--- src/rtl/fetch_pc_pkg.sv ---
// Shared types for the IF-stage PC generator: pipeline control, fetch FSM
// states and the redirect record passed between arbitration and PC logic.
package fetch_pc_pkg;

  localparam logic [31:0] RESET_PC_DEFAULT = 32'h8000_0000;

  typedef struct packed {
    logic stall;
    logic flush;
  } PipeControl;

  typedef enum logic {FETCH_RUN, FETCH_HALT} FetchState;

  typedef struct packed {
    logic        valid;
    logic [31:0] target;
  } FetchRedirect;

endpackage

--- src/rtl/redirect_arb.sv ---
// Redirect arbitration: picks between trap, branch and a latched pending
// redirect. Branches are ignored while the fetch FSM is halted.
module redirect_arb
  import fetch_pc_pkg::*;
#(
  parameter bit TRAP_PRIO = 1'b1
) (
  input  logic         halted,
  input  logic         trap_valid,
  input  logic [31:0]  trap_target,
  input  logic         br_valid,
  input  logic [31:0]  br_target,
  input  FetchRedirect pend,
  output FetchRedirect req,
  output FetchRedirect sel
);

  logic br_ok;

  // req is a fresh redirect this cycle; sel falls back to the pending one
  always_comb begin
    br_ok = br_valid && !halted;
    req   = '0;
    if (trap_valid && (TRAP_PRIO || !br_ok)) begin
      req.valid  = 1'b1;
      req.target = trap_target;
    end else if (br_ok) begin
      req.valid  = 1'b1;
      req.target = br_target;
    end
    sel = req.valid ? req : pend;
  end

endmodule

--- src/rtl/fetch_pc.sv ---
// IF-stage program counter: produces the icache fetch address, tracks the
// PC/fault of the slot the icache registered and hands it to decode.
module fetch_pc
  import fetch_pc_pkg::*;
#(
  parameter logic [31:0] RESET_PC  = RESET_PC_DEFAULT,
  parameter bit          TRAP_PRIO = 1'b1
) (
  input  logic        clk,
  input  logic        rst,
  input  PipeControl  pipe,
  input  logic        br_valid,
  input  logic [31:0] br_target,
  input  logic        trap_valid,
  input  logic [31:0] trap_target,
  input  logic        icache_error,
  output logic [31:0] addr,
  output logic [31:0] addr_ff,
  output logic [31:0] pc_id,
  output logic        valid_id,
  output logic        fault_id
);

  FetchState    state, state_next;
  FetchRedirect req, sel, pend;
  logic         err_ff;
  logic         first_ff;
  logic         halted;
  logic         redirect_seen;
  logic         slot_live;

  assign halted = (state == FETCH_HALT);

  redirect_arb #(
    .TRAP_PRIO (TRAP_PRIO)
  ) u_arb (
    .halted      (halted),
    .trap_valid  (trap_valid),
    .trap_target (trap_target),
    .br_valid    (br_valid),
    .br_target   (br_target),
    .pend        (pend),
    .req         (req),
    .sel         (sel)
  );

  // A stall freezes the address even when a redirect arrives; that redirect
  // is parked in pend instead. first_ff makes the first fetch hit RESET_PC.
  always_comb begin
    addr = addr_ff + 32'd4;
    if ((halted && !trap_valid) || pipe.stall)
      addr = addr_ff;
    else if (sel.valid)
      addr = sel.target;
    else if (first_ff)
      addr = addr_ff;
  end

  assign redirect_seen = sel.valid || first_ff;
  assign slot_live     = !redirect_seen && !halted;

  always_ff @(posedge clk or posedge rst) begin
    if (rst) begin
      addr_ff  <= RESET_PC;
      err_ff   <= 1'b0;
      first_ff <= 1'b1;
      pend     <= '0;
    end else if (!pipe.stall) begin
      addr_ff    <= addr;
      err_ff     <= icache_error;
      first_ff   <= 1'b0;
      pend.valid <= 1'b0;
    end else if (req.valid) begin
      pend <= req;
    end
  end

  // Flush kills the outgoing slot but leaves pc_id for debug visibility
  always_ff @(posedge clk or posedge rst) begin
    if (rst) begin
      pc_id    <= '0;
      valid_id <= 1'b0;
      fault_id <= 1'b0;
    end else if (pipe.flush) begin
      valid_id <= 1'b0;
      fault_id <= 1'b0;
    end else if (!pipe.stall) begin
      pc_id    <= addr_ff;
      fault_id <= err_ff;
      valid_id <= slot_live;
    end
  end

  always_ff @(posedge clk or posedge rst) begin
    if (rst) state <= FETCH_RUN;
    else     state <= state_next;
  end

  always_comb begin
    state_next = state;
    case (state)
      FETCH_RUN:
        if (!pipe.stall && !pipe.flush && err_ff && slot_live)
          state_next = FETCH_HALT;
      FETCH_HALT:
        if (trap_valid)
          state_next = FETCH_RUN;
      default:
        state_next = FETCH_RUN;
    endcase
  end

endmodule
--- config.mk ---
export PLATFORM = sky130hd
export DESIGN_NAME = fetch_pc
export DESIGN_NICKNAME = d
export VERILOG_FILES = /design/src/rtl/fetch_pc_pkg.sv /design/src/rtl/redirect_arb.sv /design/src/rtl/fetch_pc.sv
export SDC_FILE = /design/constraint.sdc
export NUM_CORES = 1
export LEC_CHECK = 0
export BUFFER_PORTS_ARGS = -buffer_cell sky130_fd_sc_hd__buf_4
export CAP_MARGIN = 10
export CELL_PAD_IN_SITES_DETAIL_PLACEMENT = 1
export CELL_PAD_IN_SITES_GLOBAL_PLACEMENT = 2
export CORE_AREA = 5 5 142 144
export DETAILED_ROUTE_END_ITERATION = 16
export DIE_AREA = 0 0 147 149
export HOLD_SLACK_MARGIN = 0.06
export PLACE_DENSITY = 0.95
export SYNTH_ARGS = -nofsm -noshare
export SYNTH_HDL_FRONTEND = slang
export SYNTH_HIERARCHICAL = 1
export SYNTH_SLANG_ARGS = --single-unit
--- constraint.sdc ---
create_clock -name clk -period 6 [get_ports clk]
set_input_delay 0.3 -clock clk [delete_from_list [all_inputs] [get_ports clk]]
set_output_delay 0.3 -clock clk [all_outputs]
set_load 0.005 [all_outputs]
==> flow_metrics.py <==
metrics = {
    "drt": {
        "detail-route-antenna-nets": 0,
        "routed_via_density": 5.64,
        "drt_pass1_iterations": 4,
        "wl_per_cell_um": 20.5,
        "routed_wl_mm": 20.9,
        "vias": 5764,
        "drtIter0Drc": 397,
        "drcViolationCount": 0,
    },
    "place": {
        "dp.cells": 1005,
        "port_buffers": 168,
        "dp_hpwl_mm": 14.9,
        "place_congestion": 0.781,
    },
    "finish": {
        "layout.cells.non_filler": 1022,
        "final_cell_mix": "177 x buf_4, 100 x dfrtp_1, 84 x nand2_1",
        "diodes": 0,
        "area_delta_synth_final_pct": 25.6,
        "nets": 855,
        "final_common_cell": "buf_4",
        "layout-drive-gt1-share_pct": 37.8,
    },
    "clock_tree": {
        "clock_latency_ns": 0.36,
        "cts_buffer_depth": 2,
        "cts_resized": 0,
        "path_clk_slew_ns": 0.07,
        "htreeDepth": 3,
        "cts_buffers": 9,
        "clock_sinks": 102,
        "cts_tree": "built",
        "cts-root-buf": "clkbuf_16",
    },
    "synth": {
        "mappedNetlistNets": 724,
        "synth_area_leaders": "dfrtp_1 39%, mux2_2 12%, nand4bb_1 5.6%, nand2_1 4.9%, o311ai_2 4.3%",
        "synth_top_area_share_pct": 38.9,
        "synthAdderAreaFrac_pct": 0.195,
        "synth_area_leader_cell": "dfrtp_1",
        "yosysUniqueCellTypes": 64,
        "synth-seq-cells": 102,
        "yosys_warnings": 6,
        "syn_area_per_cell_um2": 9.85,
        "synthXorXnorAreaFrac_pct": 0,
        "muxShareOfSynthArea_pct": 12.6,
        "synth_edf_count": 0,
        "seq_area_frac_synth_pct": 39.8,
        "synth_top_family_by_area": "simple AND/OR/NAND/NOR gates",
        "syn-instance-count": 652,
        "async_flop_share_pct": 100,
        "yosys.area_share.simple_pct": 22.0,
        "synth_compound_area_share_pct": 18.4,
        "ys.flop_type": "dfrtp_1",
        "synth_area_um2": 6420,
    },
    "pwr": {
        "peakVddDrop_mv": 0.135,
        "leakagePower_nw": 3.62,
        "switching_share_pct": 31.7,
        "p_sw_mw": 0.683,
        "p_clk_share_pct": 27.9,
        "intPower_mw": 1.47,
        "comb_power_share_pct": 28.9,
        "power_density_nw_per_um2": 267,
        "power_frac_seq_pct": 43.2,
        "total_power_mw": 2.16,
    },
    "floorplan": {
        "ios": 169,
        "start_util_pct": 34.6,
        "core_area_um2": 18600,
        "die_y_um": 149,
        "dieArea_um2": 21900,
        "num_rows": 50,
        "die_w_um": 147,
    },
    "global_route": {
        "top_usage_layer": "met2",
        "grt_pass1_vias": 5958,
        "grt_max_degree": 101,
        "grtUsageTotal_pct": 19.0,
        "antenna_found_initial": 0,
        "met3_usage_pct": 2.86,
        "met1_usage_pct": 26.9,
        "grt_pass1_wl_mm": 33.5,
        "grt.overflow.total": 0,
        "grt_use_met2_pct": 30.5,
    },
    "run_status": {
        "status": "finished clean",
    },
    "worst_hold_path": {
        "hp-class": "input pin to register",
        "hold_depth": 2,
        "worstHoldEndpoint": "valid_id$_DFFE_PP0P_",
        "min-delay-start": "pipe[0]",
    },
    "critical_path": {
        "timing.rr.end": "addr_ff[26]$_DFFE_PP0N_",
        "end_kind": "output port",
        "rrSetupSlack_ns": 3.32,
        "crit_type": "register to output port",
        "r2r-start": "addr_ff[2]$_DFFE_PP0N_",
        "crit_arrival_ns": 3.08,
        "reg2reg_depth": 5,
        "path_max_fanout": 12,
        "worst_ep_required_time_ns": 5.70,
        "start_kind": "register",
    },
    "timing": {
        "fin_skew_ns": 0.0116,
        "slew_headroom_pct": 25.5,
        "setup_violations": 0,
        "drv_slew": 0,
        "rsz0062_at_grt": "false",
        "hold_viol": 0,
        "max_freq_ghz": 0.296,
        "tightestPinTransition_ns": 1.11,
        "period_share_pct": 56.4,
        "min_period_ns": 3.38,
        "finalSetupTns_ns": 0,
    },
    "run": {
        "cap_violations": 0,
    },
}
[flip-flops by register name, summed over array words and instances (netlist names)]
| signal | count |
|---|---|
| first_ff | 1 |
| fault_id | 1 |
| err_ff | 1 |
| pend | 33 |
| pc_id | 32 |
| halted | 1 |
| addr_ff | 32 |
| valid_id | 1 |
[through the flow]
stage,util (%),setup slack (ns),hold WS (ns),instance area (um^2)
CTS,43.4,2.58,0.120,8070
detailed placement,41.8,2.77,0.371,7770
floorplan,-,3.03,0.366,6420
finish,43.4,2.62,0.133,8070
global route,43.4,2.34,0.120,8070
global placement,41.8,2.81,0.376,7770
[synth_stat cells, drive strengths merged (4+ instances only)]
cell type,n
nand2,85
a211oi,9
a31oi,9
nor3,14
nand4bb,32
a21oi,17
nor4,11
inv,43
nand3,21
and3,4
buf,30
o21ai,26
or3,4
a22oi,5
dfrtp,100
o211ai,4
clkbuf,28
mux2,69
o311ai,40
o2bb2ai,5
a41o,4
nand4,11
nor2,24
o31ai,4
and4,6
[power groups by stage]
| stage | combinational (mW) | clock [mW] | sequential (mW) |
|---|---|---|---|
| floorplan | 0.325 | 0 | 0.908 |
| global placement | 0.616 | 0 | 0.936 |
| detailed placement | 0.631 | 0 | 0.945 |
| CTS | 0.633 | 0.620 | 0.932 |
| global route | 0.683 | 0.649 | 0.951 |
| finish | 0.622 | 0.602 | 0.931 |
[how the worst max path moves through the flow]
stage / from / end / slack (ns)
6_report: addr_ff[2]$_DFFE_PP0N_ / addr[26] / 2.62
4_1_cts: addr_ff[2]$_DFFE_PP0N_ / addr[26] / 2.58
2_1_floorplan: rst / addr_ff[0]$_DFFE_PP0N_ / 3.03
3_5_place_dp: trap_valid / addr[0] / 2.77
5_1_grt: addr_ff[2]$_DFFE_PP0N_ / addr[28] / 2.34
3_3_place_gp: trap_valid / addr[0] / 2.81
[kinds of logic after synthesis]
group | after synthesis
muxes | 72
buffers and inverters | 101
adders and majority gates | 1
AOI/OAI and AO/OA | 144
and+or+nand+nor | 232
DFF | 102
[worst max-delay path, stage by stage, from the launching register on]
cell      delay (ns)
dfrtp_1         0.49
ha_1            0.27
nand4b_2        0.23
nor4_2          1.01
and4_1          0.43
a211oi_1        0.12
buf_4           0.15
[area by class of cell]
| class | count | area, um^2 |
|---|---|---|
| repair buffers | 178 | 1340 |
| flip-flops and latches | 102 | 2550 |
| multi-input cells | 449 | 3430 |
| fillers | 2118 | 10500 |
| clock buffers | 12 | 236 |
| clock inverters | 4 | 50.0 |
| well taps | 234 | 293 |
| inverters | 43 | 164 |
[metal layers]
layer | part of all wire [%] | routed length (um)
met5 | 0 | 0
met4 | 1.1 | 229
met3 | 4.4 | 917
met2 | 47 | 9840
met1 | 47 | 9910
[repair_timing]
action                                 CTS  global route
hold buffers                             1             0
endpoints found under the hold margin   37             0
setup buffers                            0             0
Power figures use the tool's default switching activity.
